**src/rtl/tbcm_crc_pkg.sv**
```systemverilog
// Shared CRC types, polynomials and update-matrix helpers for tbcm links.
// Polynomials omit the x^W term; all CRCs are zero-init, unreflected.
package tbcm_crc_pkg;

  typedef enum logic [1:0] {
    TBCM_CRC_8,
    TBCM_CRC_16,
    TBCM_CRC_32
  } tbcm_crc_type;

  localparam int TBCM_CRC_MAXW = 128;
  localparam int TBCM_CRC_LENGTH_WIDTH = 16;

  typedef struct packed {
    logic                             error;
    logic                             short;
    logic [TBCM_CRC_LENGTH_WIDTH-1:0] length;
  } tbcm_crc_status;

  function automatic int get_crc_width(
    input tbcm_crc_type t
  );
    case (t)
      TBCM_CRC_8:  return 8;
      TBCM_CRC_16: return 16;
      default:     return 32;
    endcase
  endfunction

  function automatic logic [63:0] get_crc_polynomial(
    input tbcm_crc_type t
  );
    case (t)
      TBCM_CRC_8:  return 64'h07;
      TBCM_CRC_16: return 64'h1021;
      default:     return 64'h04C1_1DB7;
    endcase
  endfunction

  // Bit-serial MSB-first division; used only at elaboration.
  function automatic logic [TBCM_CRC_MAXW-1:0] crc_step(
    input logic [TBCM_CRC_MAXW-1:0] poly,
    input int                       cw,
    input int                       dw,
    input logic [TBCM_CRC_MAXW-1:0] res,
    input logic [TBCM_CRC_MAXW-1:0] data
  );
    logic [TBCM_CRC_MAXW-1:0] r;
    logic                     fb;
    r = res;
    for (int b = dw - 1; b >= 0; b--) begin
      fb = r[cw-1] ^ data[b];
      r  = r << 1;
      if (fb) r = r ^ poly;
    end
    return r & ({TBCM_CRC_MAXW{1'b1}} >> (TBCM_CRC_MAXW - cw));
  endfunction

  // Row `row` of DMAT (data_sel=1) or SMAT (data_sel=0): bit i is the
  // contribution of input bit i to residue_next[row].
  function automatic logic [TBCM_CRC_MAXW-1:0] get_crc_update_matrix(
    input logic [TBCM_CRC_MAXW-1:0] poly,
    input int                       cw,
    input int                       dw,
    input logic                     data_sel,
    input int                       row
  );
    logic [TBCM_CRC_MAXW-1:0] m;
    logic [TBCM_CRC_MAXW-1:0] unit;
    logic [TBCM_CRC_MAXW-1:0] col;
    m = '0;
    for (int i = 0; i < (data_sel ? dw : cw); i++) begin
      unit = TBCM_CRC_MAXW'(1) << i;
      if (data_sel) col = crc_step(poly, cw, dw, '0, unit);
      else          col = crc_step(poly, cw, dw, unit, '0);
      m[i] = col[row];
    end
    return m;
  endfunction

endpackage

```
**src/rtl/tbcm_crc_update.sv**
```systemverilog
// One-beat parallel CRC update: residue*x^D ^ data*x^W mod P.
// Ports: i_residue, i_data in; o_residue_next out. Purely combinational.
module tbcm_crc_update
  import tbcm_crc_pkg::*;
#(
  parameter int                   DATA_WIDTH     = 8,
  parameter int                   CRC_WIDTH      = 32,
  parameter logic [CRC_WIDTH-1:0] CRC_POLYNOMIAL = CRC_WIDTH'(32'h04C1_1DB7)
) (
  input  logic [CRC_WIDTH-1:0]  i_residue,
  input  logic [DATA_WIDTH-1:0] i_data,
  output logic [CRC_WIDTH-1:0]  o_residue_next
);

  localparam logic [TBCM_CRC_MAXW-1:0] POLY =
    TBCM_CRC_MAXW'(CRC_POLYNOMIAL);

  for (genvar j = 0; j < CRC_WIDTH; j++) begin : g_row
    localparam logic [TBCM_CRC_MAXW-1:0] DROW =
      get_crc_update_matrix(POLY, CRC_WIDTH, DATA_WIDTH, 1'b1, j);
    localparam logic [TBCM_CRC_MAXW-1:0] SROW =
      get_crc_update_matrix(POLY, CRC_WIDTH, DATA_WIDTH, 1'b0, j);
    assign o_residue_next[j] =
      (^(i_data & DROW[DATA_WIDTH-1:0])) ^
      (^(i_residue & SROW[CRC_WIDTH-1:0]));
  end

endmodule

```
**config.mk**
```make
export PLATFORM = sky130hd
export DESIGN_NAME = tbcm_crc_update
export DESIGN_NICKNAME = d
export VERILOG_FILES = /design/src/rtl/tbcm_crc_pkg.sv /design/src/rtl/tbcm_crc_update.sv
export SDC_FILE = /design/constraint.sdc
export NUM_CORES = 1
export LEC_CHECK = 0
export CORE_UTILIZATION = 38
export DETAILED_ROUTE_END_ITERATION = 8
export PLACE_DENSITY_LB_ADDON = 0.15
export SYNTH_ARGS = -nofsm -noshare
export SYNTH_HDL_FRONTEND = slang
export SYNTH_SLANG_ARGS = --single-unit
```
**constraint.sdc**
```tcl
create_clock -name vclk -period 3.2
set_clock_uncertainty 0.1 [all_clocks]
set_input_delay 0.32 -clock vclk [all_inputs]
set_output_delay 0.32 -clock vclk [all_outputs]
set_load 0.05 [all_outputs]
```
# Yosys cells after proc, flatten, opt, wreduce, memory -nomap -nowiden
# Index checks and enable logic that the tools add are counted.
# classes
bitwise_logic	32
n_reduce_logical	62
# op_table
operator	count
32-bit XOR reduction	32
8-bit XOR reduction	30
1-bit XOR	32
# totals
register_bits	0
inputBits	40
output_inout_bits	32
word_cells	94

# Logic depth before layout (Yosys ltp)
# logic_depth
depth_word	2
ltp_mapped	3
mapped_depth_nobuf	3

# Worst setup path before layout
# OpenSTA, ideal clock, no wires.
# synth_timing
kind	input port to output port
start	in i_data[6]
end	out o_residue_next[4]
arrival_ns	2.186
t_required_ns	2.780
path_slack_ns	0.594
path_stages	3
path_buffers	0
cell_sequence	xnor2_2 -> xor2_2 -> xor2_1
# synth_via
elab_chain_len	2
# synth_rtl
element	line	rtl
from (decl)	tbcm_crc_update.sv:11	input logic [DATA_WIDTH-1:0] i_data,
8-bit XOR reduction	tbcm_crc_update.sv:24	(^(i_data & DROW[DATA_WIDTH-1:0])) ^
1-bit XOR	tbcm_crc_update.sv:24	
to (decl)	tbcm_crc_update.sv:12	output logic [CRC_WIDTH-1:0] o_residue_next
# Every way passes these cells.

# Worst setup path in the final report
# layout_timing
start	in i_residue[24]
end	out o_residue_next[0]
# layout_via
elab_chain_len	2
# layout_rtl
element	line	rtl
from (decl)	tbcm_crc_update.sv:10	input logic [CRC_WIDTH-1:0] i_residue,
32-bit XOR reduction	tbcm_crc_update.sv:25	(^(i_residue & SROW[CRC_WIDTH-1:0]));
1-bit XOR	tbcm_crc_update.sv:24	
# Every way passes these cells.

==> results.md <==
- The run finished with clean final reports.
- The number of global-route vias before repair is 745.
- Adding up every negative setup slack in the final design gives 0 ns.
- The floorplan row count is 17.
- The critical path class is primary input to output pin.
- Across every metal layer, demand over resource in global routing totals 17.28%.
- The die outline area is 2614 um^2.
- Using the TritonRoute via totals, the vias-per-cell ratio works out to 4.358.
- The launching element type of the critical path is a primary input.
- The count of nets after finishing is 179.
- Leaving out fill and tap cells, the most frequent cells in the layout are sky130_fd_sc_hd__clkdlybuf4s50_1, sky130_fd_sc_hd__xnor2_1, sky130_fd_sc_hd__buf_4.
- The final setup violation count is 0.
- The detailed router placed 719 vias in this run.
- The worst-case IR drop observed on VDD is 579.6 uV.
- The worst max-slew margin expressed relative to the limit is 59.23%.
- The residual overflow from global routing is 0.
- The global routing usage on met1 is 18.47%.
- The congestion estimate from routability-driven global placement came to 0.7178.
- The first detailed-routing pass took 4 iterations.
- The cell area that synthesis handed to floorplanning was 917.1 um^2.
- Cells with a size suffix above 1 make up 30.66% of the layout.
- The hold violation count in the final report is 0.
- Data on the critical path is required at its endpoint by 2.78 ns.
- The count of unique library cells instantiated by Yosys is 10.
- The gate count of the mapped netlist is 64.
- The first-pass GRT wire length is 3.387 mm.
- The die span in x is 51.13 um.
- For the finished layout, the period the worst path requires is 2.834 ns.
- Detailed placement finished with a half-perimeter wire length of 1.975 mm.
- During I/O placement, the number of pins put on the boundary was 72.
- The number of flip-flops and latches is 0.
- The period utilization is 88.56%.
- For met3 alone, demand over resource in global routing was 2.976%.
- In the global route stage, met2 resource usage came out at 35.75%.
- The leakage power figure is 0.7702 nW.
- The post-synthesis average cell area is 14.33 um^2.
- The number of slew-limit violations in the final report is 0.
- Along the worst path, the maximum fanout reaches 6.
- Registers take 0 um^2.
- The post-synth net total is 104.
- The share of Yosys cell area claimed by the top area cell type is 28.65%.
- The starting utilization of the core area is 41.06%.
- The quantity of I/O buffers inserted on ports is 72.
- The antenna violation net count after detailed routing is 0.
- From synthesis to final layout, the design area changed by 82.67%.
- The arrival time at the worst endpoint is 2.41 ns.
- The region available for standard cell placement spans 2233 um^2.
- The post-detailed-routing wire length is 2.242 mm.
- At the pin with the least slew margin, the transition time is 0.6085 ns.
- For this run, the number of Yosys warnings is 0.
- The repair_antennas step left the layout with diodes totalling 0.
- Clock buffers in the final layout number 0.
- Buffers inserted to repair hold after CTS numbered 0.
- The post-synthesis cell type with the largest combined area is sky130_fd_sc_hd__xnor2_1.
- The post-CTS repair timing setup buffer count is 0.
- The path class of the tightest hold or removal check is primary input to output pin.
- The worst setup path is captured at an output pin.
- In the final routed layout, each cell accounts on average for 13.59 um.
- The power density over cell area is 846.3 nW/um^2.
- After clock tree synthesis, the repair step resized 0 gates.
- Max-cap violations in this run came to 0.
- Of the synthesized area, sequential elements account for 0%.
- The number of antenna violations at the first check in global routing was 0.
- The height of the die is 51.13 um.
- Entering global routing, the biggest net connects 8 pins.
- The global routing stage identified its most utilized layer as met2.
- The first-iteration detailed-routing DRC count is 1.
- Setup repair after global routing left no endpoint under its margin.
- By area the synthesized netlist is led by sky130_fd_sc_hd__xnor2_1, sky130_fd_sc_hd__xnor3_1, sky130_fd_sc_hd__xnor2_2.
- For this run, design rule violations remaining after detail routing come to 0.
- The library cell used most frequently in the layout, excluding fill and tap cells, is sky130_fd_sc_hd__clkdlybuf4s50_1.
- At the end of the flow the core is filled with cells to 75.01%.
- The fmax is 352.9 MHz.
-- final cells by class --
cell class                 instances  area [um^2]
multi-input combinational         64        917.1
timing repair buffer              73        723.2
fill                             164        558.0
tap                               28        35.03
-- metal layers --
metal,share of wire (%),vias up
met4,0,0
li1,-,354
met2,58,37
met1,35,328
met3,7.1,0
met5,0,-
-- synth_stat cells --
library cell              count
sky130_fd_sc_hd__xnor3_4      1
sky130_fd_sc_hd__xnor2_4      1
sky130_fd_sc_hd__xor2_2       2
sky130_fd_sc_hd__xor3_1       3
sky130_fd_sc_hd__xor2_1       6
sky130_fd_sc_hd__xnor2_1     30
sky130_fd_sc_hd__xnor2_2      7
sky130_fd_sc_hd__xor3_4       2
sky130_fd_sc_hd__xnor3_1     11
sky130_fd_sc_hd__xor2_4       1
-- through the flow --
stage                     hold WS (ns)  instance area (um^2)  std cells  power (mW)  setup slack (ns)
after floorplan                 0.8448                 917.1         64      0.9609            0.5941
after global placement           1.261                  1675        165       1.410            0.4186
after detailed placement         1.268                  1675        165       1.425            0.3623
after CTS                        1.268                  1675        165       1.431            0.3325
after global routing             1.302                  1675        165       1.466            0.2902
final                            1.263                  1675        165       1.418            0.3661
-- final timing paths --
path | startpoint | end | depth (start not counted)
worst min-delay path | i_residue[22] | o_residue_next[30] | 3
worst max-delay path | i_residue[24] | o_residue_next[0] | 4
-- critical path: stages --
cell,delay [ns]
sky130_fd_sc_hd__clkdlybuf4s50_1,0.44
sky130_fd_sc_hd__xnor2_2,0.48
sky130_fd_sc_hd__xor2_2,0.31
sky130_fd_sc_hd__clkdlybuf4s50_1,0.86
-- power by group --
part | total, mW | switching (mW) | internal (mW)
Sequential | 0 | 0 | 0
Combinational | 1.42 | 0.836 | 0.582
Clock | 0 | 0 | 0
-- cells by family (layout without fill, tap and decap cells) --
group	Yosys count	after routing	synth area share, %
xor+xnor	64	64	100.0
buf+inv	0	73	0
Note: power is estimated with default switching activity, not from simulation.
